===== config.mk =====
export PLATFORM = sky130hd
export DESIGN_NAME = load_store_unit
export DESIGN_NICKNAME = d
export VERILOG_FILES = /design/src/rtl/load_store_unit.sv
export SDC_FILE = /design/constraint.sdc
export NUM_CORES = 1
export LEC_CHECK = 0
export CAP_MARGIN = 5
export CORE_ASPECT_RATIO = 1.5
export CORE_UTILIZATION = 51
export DETAILED_ROUTE_END_ITERATION = 6
export PLACE_DENSITY = 0.81
export SLEW_MARGIN = 20
export SYNTH_ARGS = -nofsm -noshare
export SYNTH_HDL_FRONTEND = slang
export SYNTH_SLANG_ARGS = --single-unit

===== constraint.sdc =====
create_clock -name clk -period 2.37 [get_ports clk]
set_clock_uncertainty 0.2 [all_clocks]
set_input_delay 0.3555 -clock clk [delete_from_list [all_inputs] [get_ports clk]]
set_output_delay 0.3555 -clock clk [all_outputs]
set_load 0.03 [all_outputs]

===== src/rtl/load_store_unit.sv =====
`timescale 1ns/1ps
`default_nettype none
// ============================================================================
// Module   : load_store_unit
// Brief    : CPU load/store initiator for the kernel RAM data port; splits
//            word-crossing accesses and aligns/extends load data.
// Revision : 1.0 - initial release
// ============================================================================
module load_store_unit #(
  parameter int ADDR_WIDTH = 13
) (
  input  logic                  clk,
  input  logic                  reset_n,
  input  logic                  req_valid,
  output logic                  req_ready,
  input  logic                  req_write,
  input  logic [1:0]            req_size,
  input  logic                  req_signed,
  input  logic [31:0]           req_addr,
  input  logic [31:0]           req_wdata,
  output logic                  resp_valid,
  output logic [31:0]           resp_rdata,
  output logic                  resp_error,
  output logic [ADDR_WIDTH-1:0] mem_addr_out,
  output logic [31:0]           mem_wdata_out,
  output logic [3:0]            mem_byte_enable,
  output logic                  mem_write,
  input  logic [31:0]           mem_rdata_in
);

  typedef enum logic [2:0] {
    S_IDLE   = 3'd0,
    S_ACC1   = 3'd1,
    S_ACC2   = 3'd2,
    S_RDWAIT = 3'd3,
    S_RESP   = 3'd4
  } state_t;

  localparam logic [1:0] c_SIZE_RSVD = 2'd3;

  state_t                r_state;
  state_t                w_state_nxt;

  logic [ADDR_WIDTH-1:0] r_mem_addr,  w_mem_addr_nxt;
  logic [31:0]           r_mem_wdata, w_mem_wdata_nxt;
  logic [3:0]            r_mem_be,    w_mem_be_nxt;
  logic                  r_mem_write, w_mem_write_nxt;
  logic                  r_resp_valid, w_resp_valid_nxt;
  logic [31:0]           r_resp_rdata, w_resp_rdata_nxt;
  logic                  r_resp_error, w_resp_error_nxt;
  logic [31:0]           r_word1,     w_word1_nxt;

  logic                  r_write;
  logic [1:0]            r_size;
  logic                  r_signed;
  logic [1:0]            r_offset;
  logic                  r_split;
  logic [31:0]           r_hi_wdata;
  logic [3:0]            r_hi_be;

  logic                  w_accept;
  logic [3:0]            w_req_mask;
  logic [7:0]            w_req_be8;
  logic [63:0]           w_req_sh;
  logic                  w_req_split;
  logic [31:0]           w_ld_lo;
  logic [31:0]           w_ld_hi;
  logic [63:0]           w_ld_shift;
  logic [31:0]           w_ld_result;
  logic                  w_unused;

  assign req_ready       = (r_state == S_IDLE);
  assign w_accept        = req_valid && (r_state == S_IDLE);

  assign mem_addr_out    = r_mem_addr;
  assign mem_wdata_out   = r_mem_wdata;
  assign mem_byte_enable = r_mem_be;
  assign mem_write       = r_mem_write;
  assign resp_valid      = r_resp_valid;
  assign resp_rdata      = r_resp_rdata;
  assign resp_error      = r_resp_error;

  always_comb begin
    w_req_mask = 4'b1111;
    case (req_size)
      2'd0:    w_req_mask = 4'b0001;
      2'd1:    w_req_mask = 4'b0011;
      default: w_req_mask = 4'b1111;
    endcase
  end

  // Shifting into a double-width vector yields the first-word lanes in the
  // low half and the spill-over into the next word in the high half.
  assign w_req_be8   = {4'b0000, w_req_mask} << req_addr[1:0];
  assign w_req_sh    = {32'h0, req_wdata} << {req_addr[1:0], 3'b000};
  assign w_req_split = |w_req_be8[7:4];

  always_ff @(posedge clk or negedge reset_n) begin
    if (!reset_n) begin
      r_write    <= 1'b0;
      r_size     <= 2'd0;
      r_signed   <= 1'b0;
      r_offset   <= 2'd0;
      r_split    <= 1'b0;
      r_hi_wdata <= 32'h0;
      r_hi_be    <= 4'h0;
    end else if (w_accept) begin
      r_write    <= req_write;
      r_size     <= req_size;
      r_signed   <= req_signed;
      r_offset   <= req_addr[1:0];
      r_split    <= w_req_split;
      r_hi_wdata <= w_req_sh[63:32];
      r_hi_be    <= w_req_be8[7:4];
    end
  end

  // In RDWAIT the RAM is returning the last word read; for split loads the
  // first word was already captured during ACC2.
  assign w_ld_lo    = r_split ? r_word1 : mem_rdata_in;
  assign w_ld_hi    = r_split ? mem_rdata_in : 32'h0;
  assign w_ld_shift = {w_ld_hi, w_ld_lo} >> {r_offset, 3'b000};

  always_comb begin
    w_ld_result = w_ld_shift[31:0];
    case (r_size)
      2'd0:    w_ld_result = {{24{r_signed & w_ld_shift[7]}},  w_ld_shift[7:0]};
      2'd1:    w_ld_result = {{16{r_signed & w_ld_shift[15]}}, w_ld_shift[15:0]};
      default: w_ld_result = w_ld_shift[31:0];
    endcase
  end

  always_ff @(posedge clk or negedge reset_n) begin
    if (!reset_n) begin
      r_state      <= S_IDLE;
      r_mem_addr   <= '0;
      r_mem_wdata  <= 32'h0;
      r_mem_be     <= 4'h0;
      r_mem_write  <= 1'b0;
      r_resp_valid <= 1'b0;
      r_resp_rdata <= 32'h0;
      r_resp_error <= 1'b0;
      r_word1      <= 32'h0;
    end else begin
      r_state      <= w_state_nxt;
      r_mem_addr   <= w_mem_addr_nxt;
      r_mem_wdata  <= w_mem_wdata_nxt;
      r_mem_be     <= w_mem_be_nxt;
      r_mem_write  <= w_mem_write_nxt;
      r_resp_valid <= w_resp_valid_nxt;
      r_resp_rdata <= w_resp_rdata_nxt;
      r_resp_error <= w_resp_error_nxt;
      r_word1      <= w_word1_nxt;
    end
  end

  always_comb begin
    w_state_nxt      = r_state;
    w_mem_addr_nxt   = r_mem_addr;
    w_mem_wdata_nxt  = r_mem_wdata;
    w_mem_be_nxt     = 4'h0;
    w_mem_write_nxt  = 1'b0;
    w_resp_valid_nxt = 1'b0;
    w_resp_rdata_nxt = r_resp_rdata;
    w_resp_error_nxt = r_resp_error;
    w_word1_nxt      = r_word1;

    case (r_state)
      S_IDLE: begin
        if (req_valid) begin
          if (req_size == c_SIZE_RSVD) begin
            w_state_nxt      = S_RESP;
            w_resp_valid_nxt = 1'b1;
            w_resp_rdata_nxt = 32'h0;
            w_resp_error_nxt = 1'b1;
          end else begin
            w_state_nxt     = S_ACC1;
            w_mem_addr_nxt  = req_addr[ADDR_WIDTH+1:2];
            w_mem_wdata_nxt = w_req_sh[31:0];
            w_mem_be_nxt    = w_req_be8[3:0];
            w_mem_write_nxt = req_write;
          end
        end
      end

      S_ACC1: begin
        if (r_split) begin
          w_state_nxt     = S_ACC2;
          w_mem_addr_nxt  = r_mem_addr + {{(ADDR_WIDTH-1){1'b0}}, 1'b1};
          w_mem_wdata_nxt = r_hi_wdata;
          w_mem_be_nxt    = r_hi_be;
          w_mem_write_nxt = r_write;
        end else if (r_write) begin
          w_state_nxt      = S_RESP;
          w_resp_valid_nxt = 1'b1;
          w_resp_rdata_nxt = 32'h0;
          w_resp_error_nxt = 1'b0;
        end else begin
          w_state_nxt = S_RDWAIT;
        end
      end

      S_ACC2: begin
        w_word1_nxt = mem_rdata_in;
        if (r_write) begin
          w_state_nxt      = S_RESP;
          w_resp_valid_nxt = 1'b1;
          w_resp_rdata_nxt = 32'h0;
          w_resp_error_nxt = 1'b0;
        end else begin
          w_state_nxt = S_RDWAIT;
        end
      end

      S_RDWAIT: begin
        w_state_nxt      = S_RESP;
        w_resp_valid_nxt = 1'b1;
        w_resp_rdata_nxt = w_ld_result;
        w_resp_error_nxt = 1'b0;
      end

      S_RESP: begin
        w_state_nxt = S_IDLE;
      end

      default: begin
        w_state_nxt = S_IDLE;
      end
    endcase
  end

  assign w_unused = ^{req_addr[31:ADDR_WIDTH+2], w_ld_shift[63:32]};

endmodule
`default_nettype wire

==> impl_metrics.toml <==
[clock_tree]
cts_tree = "yes"
clock_path_buffers = 2
cts_buffers = 17
clk_pin_slew_ns = 0.07
cts_root_buf = "clkbuf_16"
post_cts_buffers = 0
htreeDepth = 4
cts.sinks = 153
worstSkewPairLatency_ns = 0.43

[worst_hold_path]
hp-class = "input pin to asynchronous set/reset pin"

[synthesis]
netlist.area_leader.share = 0.455
async_flop_share = 1.00
synth_compound_area_frac = 0.160
synth_xor_area_frac = 0
synth_top_family_by_area = "multiplexers"
synth_cell_types = 62
syn_area_sq_um = 8410
yosysTopAreaCell = "dfrtp_1"
synth_cells = 820
synth-edff-count = 0
yosys.area_share.simple = 0.150
synth.ff_latch_count = 153
synth_mux_area_frac = 0.183
ys.flop_type = "dfrtp_1"
yosys-top-cells-area = "dfrtp_1 46%, mux2_2 9.1%, mux2i_1 5.2%"
syn_avg_cell_area_sq_um = 10.3
yosys_warnings = 0
yosys.area_share.adder = 0.00149
syn-num-nets = 924
yosysSeqAreaShare = 0.455

[route]
drt_iter0_markers = 494
drt-total-wl_um = 24800
via_count = 7391
drc_errors = 0
dr.pass1.iters = 5
via_per_inst = 6.13
wl_per_cell_um = 20.6
ant_nets = 0

[grt]
met3_usage = 0.0573
antenna_found_initial = 0
overflow = 0
grt_busiest_layer = "met2"
use_met2 = 0.525
track_usage = 0.302
grt_pass1_vias = 7379
grt_max_degree = 49
grtUsageMet1 = 0.342
grt_pass1_wl_um = 39400

[setup_path]
r2r_cells = 6
critPathMaxFanout = 11
worstSetupPathType = "register to output pin"
reg2reg_from = "r_offset[0]"
cp.arrival_ns = 1.70
r2r_setup_slack_ns = 0.12
critPathLaunchType = "register"
endpoint_kind = "output pin"
r2r-end = "resp_rdata[14]"
cp.required_ns = 1.81

[final_layout]
stdcell_area_sq_um = 11100
drive_gt1_frac = 0.182
seqCellArea_sq_um = 3830
nNetsFinal = 1090
area.growth.synth_to_final_pct = 31.6
fill_cells = 1248
multi_input_area_sq_um = 4170
fin_cells = 1205
diodes = 0

[place]
dpl_cell_area_sq_um = 10500
routabilityCongestion = 0.954
dp.final_hpwl_um = 17800
dpl.cell_count = 1172
port_buffers = 170

[timing]
grt_setup_unrepaired = "false"
drv_slew = 0
max_freq_ghz = 0.443
relSlewSlack = 0.384
post-route-min-period_ns = 2.26
finalSetupViolCount = 0
finalHoldViolCount = 0
worstMarginPinSlew_ns = 0.917
finalCritPeriodShare = 0.952

[die]
die_x_um = 107
start_util = 0.519
core_area_sq_um = 16200
dieHeight_um = 159
num_rows = 57
boundaryPins = 188
die-area_sq_um = 17000

[pwr]
ir_worst_vdd_v = 0.00108
powerDensity_nw_per_um2 = 1420
leakage_nw = 4.74

[run_status]
status = "finished clean"

[run]
maxCapViolations = 0
-- flip-flops by register name, summed over array words and instances, names as in the netlist, 2 cells and up --
| register | count |
|---|---|
| mem_wdata_out | 32 |
| r_state | 3 |
| resp_rdata | 32 |
| mem_addr_out | 13 |
| mem_byte_enable | 4 |
| r_size | 2 |
| r_hi_wdata | 24 |
| r_hi_be | 3 |
| r_word1 | 32 |
| r_offset | 2 |
-- Yosys cell counts, types with 3 or more instances --
cell type and n:
o21ai_1 8, and3_1 3, dfrtp_1 153, buf_4 6
clkbuf_1 32, nand3_1 37, inv_1 5, buf_6 6
a211oi_1 3, buf_1 3, o211ai_1 11, nor3_1 13
mux2i_1 44, nor2_1 68, and2_1 16, a31oi_1 3
o21ai_0 23, a22o_1 16, o31ai_1 11, nand2_1 117
mux4_2 13, a311oi_1 6, o22ai_1 3, a21oi_1 31
buf_2 22, o41ai_1 6, buf_8 3, nor2b_1 6
mux2_2 68, a221oi_1 23, o221ai_1 10, a211o_1 8
a22oi_1 3
-- cell usage in the layout, fill, tap and decap left out, types with 16 or more instances in the layout --
| cell type | count |
|---|---|
| clkdlybuf4s50_1 | 168 |
| dfrtp_1 | 151 |
| nand2_1 | 117 |
| nor2_1 | 68 |
| mux2_2 | 68 |
| mux2i_1 | 44 |
| buf_4 | 39 |
| nand3_1 | 37 |
| a21oi_1 | 31 |
| o21ai_0 | 23 |
| a221oi_1 | 23 |
| clkbuf_16 | 17 |
| a22o_1 | 16 |
| and2_1 | 16 |
-- critical path, cell delays in order, from the launching register on --
cell	delay, ns
dfrtp_1	0.53
nor3_2	0.28
dlygate4sd2_1	0.46
-- power breakdown --
| part | internal, W | switching, W | total, W |
|---|---|---|---|
| clock | 0.00151 | 0.00126 | 0.00277 |
| combinational | 0.00367 | 0.00457 | 0.00824 |
| sequential | 0.00379 | 0.000947 | 0.00473 |
| total | 0.00897 | 0.00678 | 0.0157 |
-- metal layers --
layer	share of wire	vias up	routed length (um)
met5	0	-	0
met3	0.065	70	1620
li1	-	3336	-
met1	0.36	3626	8900
met2	0.53	359	13000
met4	0.050	0	1240
-- logic make-up after synthesis --
kind of cell,count (synthesis)
simple gates,279
compound gates,181
flops,153
mux,128
buf+inv,78
fa+ha+maj,1
-- repair_timing --
item	in CTS	in global routing
gates resized for setup	1	0
setup endpoints to repair	1	0
endpoints found under the hold margin	41	0
hold buffers	1	0
-- stage by stage --
step	TNS (ns)	power, W	worst slack, ns	util	hold slack, ns
global placement	0	0.0127	0.000400	0.646	0.114
global route	0	0.0166	0.0263	0.683	0.275
floorplan	0	0.0101	0.346	-	-0.140
CTS	0	0.0158	0.109	0.683	0.244
finish	0	0.0157	0.114	0.683	0.236
detailed placement	-0.456	0.0129	-0.0707	0.646	0.123
-- final cells by class --
| type | instances | area share |
|---|---|---|
| clock buffers | 17 | 0.0385 |
| clock inverters | 15 | 0.0153 |
| inverters | 6 | 0.00204 |
| multi-input cells | 589 | 0.377 |
| flip-flops and latches | 153 | 0.346 |
| well taps | 206 | 0.0233 |
| repair buffers | 219 | 0.197 |
-- how the worst max path moves through the flow --
stage	start	endpoint	cells after the start
3_5_place_dp	mem_rdata_in[31]	resp_rdata[14]	6
5_1_grt	r_state[2]	mem_wdata_out[6]	4
3_3_place_gp	mem_rdata_in[15]	resp_rdata[11]	6
2_1_floorplan	r_state[0]	r_offset[1]	6
4_1_cts	r_state[1]	req_ready	2
6_report	r_state[1]	req_ready	2
(Power assumes the default switching activity.)
